$ cat src/rtl/tmds_pkg.sv
// Shared TMDS symbol constants and state types, used by both encoder and decoder.
package tmds_pkg;

  localparam logic [9:0] CTL_00  = 10'b1101010100;
  localparam logic [9:0] CTL_01  = 10'b0010101011;
  localparam logic [9:0] CTL_10  = 10'b0101010100;
  localparam logic [9:0] CTL_11  = 10'b1010101011;
  localparam logic [9:0] GB_CH02 = 10'b1011001100;
  localparam logic [9:0] GB_CH1  = 10'b0100110011;

  typedef enum logic [1:0] {ST_HUNT, ST_SETTLE, ST_LOCKED} align_st_e;
  typedef enum logic [1:0] {SYM_VID, SYM_CTL, SYM_GB}      sym_cls_e;

endpackage

$ cat src/rtl/tmds_align_fsm.sv
// Word-alignment tracker: hunts for a control-token run, requests bitslips on
// timeout, and drops lock when the video error rate gets too high.
module tmds_align_fsm
  import tmds_pkg::*;
#(
  parameter int LOCK_CNT     = 16,
  parameter int SLIP_TIMEOUT = 4096,
  parameter int SETTLE_CYC   = 16,
  parameter int ERR_WINDOW   = 1024,
  parameter int ERR_THRESH   = 8
) (
  input  logic clk_i,
  input  logic rst_i,
  input  logic sym_val_i,
  input  logic sym_ctl_i,
  input  logic sym_err_i,
  output logic bitslip_o,
  output logic locked_o
);

  localparam int TMAX = (SLIP_TIMEOUT > ERR_WINDOW) ? SLIP_TIMEOUT : ERR_WINDOW;
  localparam int TW   = $clog2(TMAX + 1);
  localparam int RW   = $clog2(LOCK_CNT + 1);
  localparam int SW   = $clog2(SETTLE_CYC + 1);
  localparam int EW   = $clog2(ERR_THRESH + 1);

  align_st_e     st_q, st_d;
  logic [RW-1:0] run_q, run_d;
  logic [TW-1:0] tmo_q, tmo_d;
  logic [SW-1:0] set_q, set_d;
  logic [EW-1:0] err_q, err_d;
  logic          slip_q, slip_d;

  always_ff @(posedge clk_i) begin
    if (rst_i) begin
      st_q   <= ST_HUNT;
      run_q  <= '0;
      tmo_q  <= '0;
      set_q  <= '0;
      err_q  <= '0;
      slip_q <= 1'b0;
    end else begin
      st_q   <= st_d;
      run_q  <= run_d;
      tmo_q  <= tmo_d;
      set_q  <= set_d;
      err_q  <= err_d;
      slip_q <= slip_d;
    end
  end

  // tmo_q is the timeout counter in HUNT and the error window counter in LOCKED
  always_comb begin
    st_d   = st_q;
    run_d  = run_q;
    tmo_d  = tmo_q;
    set_d  = set_q;
    err_d  = err_q;
    slip_d = 1'b0;
    case (st_q)
      ST_HUNT: if (sym_val_i) begin
        run_d = sym_ctl_i ? run_q + RW'(1) : '0;
        tmo_d = tmo_q + TW'(1);
        if (sym_ctl_i && run_q == RW'(LOCK_CNT - 1)) begin
          st_d  = ST_LOCKED;
          run_d = '0;
          tmo_d = '0;
          err_d = '0;
        end else if (tmo_q == TW'(SLIP_TIMEOUT - 1)) begin
          st_d   = ST_SETTLE;
          slip_d = 1'b1;
          run_d  = '0;
          tmo_d  = '0;
          set_d  = '0;
        end
      end
      ST_SETTLE: begin
        set_d = set_q + SW'(1);
        if (set_q == SW'(SETTLE_CYC - 1)) begin
          st_d  = ST_HUNT;
          set_d = '0;
          run_d = '0;
        end
      end
      ST_LOCKED: if (sym_val_i) begin
        tmo_d = tmo_q + TW'(1);
        if (sym_err_i) err_d = err_q + EW'(1);
        if (sym_err_i && err_q == EW'(ERR_THRESH - 1)) begin
          st_d  = ST_HUNT;
          tmo_d = '0;
          err_d = '0;
          run_d = '0;
        end else if (tmo_q == TW'(ERR_WINDOW - 1)) begin
          tmo_d = '0;
          err_d = '0;
        end
      end
      default: st_d = ST_HUNT;
    endcase
  end

  assign bitslip_o = slip_q;
  assign locked_o  = (st_q == ST_LOCKED);

endmodule

$ cat src/rtl/tmds_dec.sv
// TMDS 10b->8b channel decoder: two-stage classify/decode pipeline plus the
// alignment tracker, which observes the same symbols as stage 2.
module tmds_dec
  import tmds_pkg::*;
#(
  parameter int TMDS_CHANNEL = 0,
  parameter int LOCK_CNT     = 16,
  parameter int SLIP_TIMEOUT = 4096,
  parameter int SETTLE_CYC   = 16,
  parameter int ERR_WINDOW   = 1024,
  parameter int ERR_THRESH   = 8
) (
  input  logic       clk_i,
  input  logic       rst_i,
  input  logic [9:0] tmds_data_i,
  input  logic       tmds_data_val_i,
  output logic [7:0] px_data_o,
  output logic       px_data_val_o,
  output logic       gb_o,
  output logic       ctl_0_o,
  output logic       ctl_1_o,
  output logic       sym_err_o,
  output logic       bitslip_o,
  output logic       locked_o
);

  localparam logic [9:0] GB_CODE = (TMDS_CHANNEL == 1) ? GB_CH1 : GB_CH02;

  sym_cls_e   cls_d, s1_cls_q;
  logic [9:0] s1_sym_q;
  logic       s1_val_q;

  always_comb begin
    cls_d = SYM_VID;
    if (tmds_data_i == CTL_00 || tmds_data_i == CTL_01 ||
        tmds_data_i == CTL_10 || tmds_data_i == CTL_11)
      cls_d = SYM_CTL;
    else if (tmds_data_i == GB_CODE)
      cls_d = SYM_GB;
  end

  always_ff @(posedge clk_i) begin
    if (rst_i) begin
      s1_val_q <= 1'b0;
      s1_sym_q <= '0;
      s1_cls_q <= SYM_VID;
    end else begin
      s1_val_q <= tmds_data_val_i;
      s1_sym_q <= tmds_data_i;
      s1_cls_q <= cls_d;
    end
  end

  logic [7:0] d, vid;
  logic [3:0] pop;
  logic       exp_xnor, vid_err, is_vid, is_ctl, is_gb;
  logic [1:0] ctl_bits;

  // The encoder picks XNOR for dense bytes; q[8] must agree with that choice.
  always_comb begin
    d      = s1_sym_q[9] ? ~s1_sym_q[7:0] : s1_sym_q[7:0];
    vid    = '0;
    vid[0] = d[0];
    for (int i = 1; i < 8; i++)
      vid[i] = s1_sym_q[8] ? (d[i] ^ d[i-1]) : ~(d[i] ^ d[i-1]);
    pop = '0;
    for (int i = 0; i < 8; i++) pop = pop + 4'(vid[i]);
    exp_xnor = (pop > 4'd4) || (pop == 4'd4 && !vid[0]);
    vid_err  = (s1_sym_q[8] == exp_xnor);
  end

  always_comb begin
    ctl_bits = 2'b00;
    case (s1_sym_q)
      CTL_01:  ctl_bits = 2'b01;
      CTL_10:  ctl_bits = 2'b10;
      CTL_11:  ctl_bits = 2'b11;
      default: ctl_bits = 2'b00;
    endcase
  end

  assign is_vid = s1_val_q && s1_cls_q == SYM_VID;
  assign is_ctl = s1_val_q && s1_cls_q == SYM_CTL;
  assign is_gb  = s1_val_q && s1_cls_q == SYM_GB;

  logic [7:0] px_q;
  logic       pxv_q, gb_q, c0_q, c1_q, err_q;

  always_ff @(posedge clk_i) begin
    if (rst_i) begin
      px_q  <= '0;
      pxv_q <= 1'b0;
      gb_q  <= 1'b0;
      c0_q  <= 1'b0;
      c1_q  <= 1'b0;
      err_q <= 1'b0;
    end else begin
      pxv_q <= is_vid;
      gb_q  <= is_gb;
      err_q <= is_vid && vid_err;
      if (is_vid) px_q <= vid;
      if (is_ctl) {c1_q, c0_q} <= ctl_bits;
    end
  end

  assign px_data_o     = px_q;
  assign px_data_val_o = pxv_q;
  assign gb_o          = gb_q;
  assign ctl_0_o       = c0_q;
  assign ctl_1_o       = c1_q;
  assign sym_err_o     = err_q;

  tmds_align_fsm #(
    .LOCK_CNT    (LOCK_CNT),
    .SLIP_TIMEOUT(SLIP_TIMEOUT),
    .SETTLE_CYC  (SETTLE_CYC),
    .ERR_WINDOW  (ERR_WINDOW),
    .ERR_THRESH  (ERR_THRESH)
  ) u_fsm (
    .clk_i    (clk_i),
    .rst_i    (rst_i),
    .sym_val_i(s1_val_q),
    .sym_ctl_i(is_ctl),
    .sym_err_i(is_vid && vid_err),
    .bitslip_o(bitslip_o),
    .locked_o (locked_o)
  );

endmodule

$ cat config.mk
export PLATFORM = sky130hd
export DESIGN_NAME = tmds_dec
export DESIGN_NICKNAME = d
export VERILOG_FILES = /design/src/rtl/tmds_pkg.sv /design/src/rtl/tmds_align_fsm.sv /design/src/rtl/tmds_dec.sv
export SDC_FILE = /design/constraint.sdc
export NUM_CORES = 1
export LEC_CHECK = 0
export ABC_CLOCK_PERIOD_IN_PS = 7400
export CAP_MARGIN = 20
export CORE_MARGIN = 2
export CORE_UTILIZATION = 45
export CTS_CLUSTER_DIAMETER = 150
export DETAILED_ROUTE_END_ITERATION = 12
export GPL_TIMING_DRIVEN = 1
export PLACE_DENSITY = 0.65
export SYNTH_ARGS = -nofsm -noshare
export SYNTH_HDL_FRONTEND = slang
export SYNTH_SLANG_ARGS = --single-unit
export TNS_END_PERCENT = 30
$ cat constraint.sdc
create_clock -name clk_i -period 7.4 [get_ports clk_i]
set_clock_uncertainty 0.05 [all_clocks]
set_input_delay 2.22 -clock clk_i [delete_from_list [all_inputs] [get_ports clk_i]]
set_output_delay 2.22 -clock clk_i [all_outputs]
set_load 0.005 [all_outputs]
==> results.tsv <==
metric	value	unit
antenna_left	0	
synth_top_area_share	0.396	
placement.io_buffers	27	
final-setup-viol-count	0	
critPathLaunchType	flop	
yosys-top-cells-count	dfxtp_1, nor2_1, nand2_1, xnor2_1, a21oi_1	
clockBufferDepth	2	
num_vias	2229	
synth_fa_ha_area_frac	0.0768	
synth_top_family_by_area	simple AND/OR/NAND/NOR gates	
n_antenna_cell	0	
cts_num_sinks	56	
core	5990	sq um
initial_core_util	0.473	
yosysWarnings	0	
numCtsBuffers	5	
fmax	205	MHz
gr-usage-all-layers	0.158	
synth_cells	317	
synth_simple_gate_area_frac	0.278	
p_leak	1.15	nW
ios	28	
row_count	28	
p_per_area	213	nW/um^2
synth.most_common_cell	dfxtp_1	
hpwlAfterDp	3940	microns
path_class	flop to flop	
avgSynthCellArea	8.94	sq um
ys_types	55	
syn-cell-area	2830	sq um
drt_iter0_drc	79	
syn2layout_area_growth	15.8	%
min_period	4.88	ns
drv_slew	0	
seq_area_frac_synth	0.396	
grt_overflow	0	
cp.arrival	5.07	ns
cts-htree-levels	2	
die_h	83.4	microns
status	completed	
die-area	6950	sq um
critPathMaxFanout	10	
rsz0062_at_grt	false	
synth_edf_count	0	
root_buffer	clkbuf_8	
slew_headroom	0.599	
reg2reg_from	s1_sym_q[8]	
finalSetupTns	0	ns
yosys_register_bits	56	
avgViaCountPerCell	5.36	
die_x	83.4	microns
synthTopCellsByArea	dfxtp_1, xnor2_1, nor2_1	
grt_max_degree	48	
gr-usage-met1	0.212	
clk_pin_slew	0.10	ns
min_from	u_fsm.run_q[4]	
final_net_count	369	
wl_per_cell	12.9	microns
cts_tree	done	
antenna_found_initial	0	
grt_pass1_vias	2022	
r2r_slack	2.52	ns
cts_resized	0	
hp-class	flop to flop	
critical_path.startpoint	s1_sym_q[8]	
grt_pass1_wl	9160	microns
synth_nets	345	
worst_pin_slew	0.594	ns
synth_compound_area_frac	0.125	
clk_latency	0.30	ns
fin_crit_sh	0.659	
wl	5380	microns
end_kind	flop	
pre_cts_ws	2.50	ns
drive_gt1_frac	0.0528	
post_cts_buffers	0	
place_congestion	0.809	
hold_buffers	0	
grt_use_met2	0.259	
synth_flop_cell	dfxtp_1	
finalHoldViolations	0	
ir_drop	0.000113	V
drv_cap	0	
fin_ws	2.52	ns
dr.pass1.iters	4	
remaining_drc_errors	0	
synth.largest_area_cell	dfxtp_1	
async_flop_share	0	
synth.area.mux_share	0.00353	
cp.required	7.59	ns
synth_xor_area_frac	0.0804	
grtUsageMet3	0.0308	
gr-max-usage-layer	met2	
==> critical path: stages (launching register included) <==
cell,delay (ns)
dfxtp_1,0.56
xor2_1,0.28
xnor2_1,0.20
fa_1,0.48
fa_1,0.52
inv_1,0.05
fa_1,0.50
inv_1,0.04
ha_1,0.21
fa_1,0.47
o311a_1,0.37
a211oi_2,0.40
a2bb2oi_2,0.39
o21ai_0,0.17
a21oi_1,0.13
==> metal layers <==
layer | share of wire | wire, microns | vias to the layer above
li1 | - | - | 1153
met1 | 0.50 | 2670 | 1043
met2 | 0.47 | 2520 | 31
met3 | 0.030 | 161 | 2
met4 | 0.0050 | 27 | 0
met5 | 0 | 0 | -
==> layout make-up <==
class	count	area [sq um]
multi-input combinational	234	1600
inverter	15	56.3
timing repair buffer	29	285
clock inverter	2	60.1
fill	559	2710
clock buffer	5	68.8
sequential	56	1120
tap	75	93.8
==> layout by cell type, fill, tap and decap left out, types with 3 or more instances in the layout <==
cell             instances
fa_1                     4
nand3b_1                 4
o21ai_0                  8
clkbuf_8                 5
ha_1                    11
or3_1                    8
nor4bb_1                 6
xnor2_1                 18
nor2b_1                 14
or4_1                    5
inv_1                   15
o21a_1                   3
nand3_1                  9
dfxtp_1                 56
and3_1                   4
nor3_1                  10
nor2_1                  41
a21o_1                   3
a21oi_1                 17
xor2_1                   8
clkdlybuf4s50_1         27
nand4_1                  6
nand2_1                 18
a211oi_1                 3
==> power by group <==
| part | internal, mW | switching, mW |
|---|---|---|
| combinational | 0.0720 | 0.0825 |
| clock | 0.133 | 0.0953 |
| sequential | 0.310 | 0.00739 |
==> cells by family (layout without fill, tap and decap cells) <==
| family | Yosys count | after routing |
|---|---|---|
| adders and majority gates | 15 | 15 |
| buffers and inverters | 27 | 51 |
| AOI/OAI and AO/OA | 51 | 51 |
| muxes | 1 | 1 |
| xor gates and xnor gates | 26 | 26 |
| and+or+nand+nor | 141 | 141 |
| DFF | 56 | 56 |
==> state kept, by name, summed over array words and instances (netlist names), 2 cells and up <==
name / flops
px_data_o: 8
s1_cls_q: 2
s1_sym_q: 10
u_fsm.err_q: 4
u_fsm.run_q: 5
u_fsm.set_q: 5
u_fsm.st_q: 2
u_fsm.tmo_q: 13
==> path summary, 6_finish.rpt <==
kind | end | cells after the start
max | u_fsm.run_q[2] | 14
min | u_fsm.run_q[4] | 2
max reg2reg | u_fsm.run_q[2] | 14
min reg2reg | u_fsm.run_q[4] | 2
==> per-stage QoR <==
| step | instance area (sq um) | total power [mW] | util | hold slack (ns) | std cells |
|---|---|---|---|---|---|
| floorplan | 2830 | 0.438 | - | 0.382 | 317 |
| global placement | 3150 | 0.475 | 0.526 | 0.388 | 409 |
| detailed placement | 3150 | 0.479 | 0.526 | 0.395 | 409 |
| CTS | 3280 | 0.710 | 0.548 | 0.410 | 416 |
| global route | 3280 | 0.742 | 0.548 | 0.436 | 416 |
| finish | 3280 | 0.700 | 0.548 | 0.407 | 416 |
No activity file was read; power rests on OpenSTA's default activity.
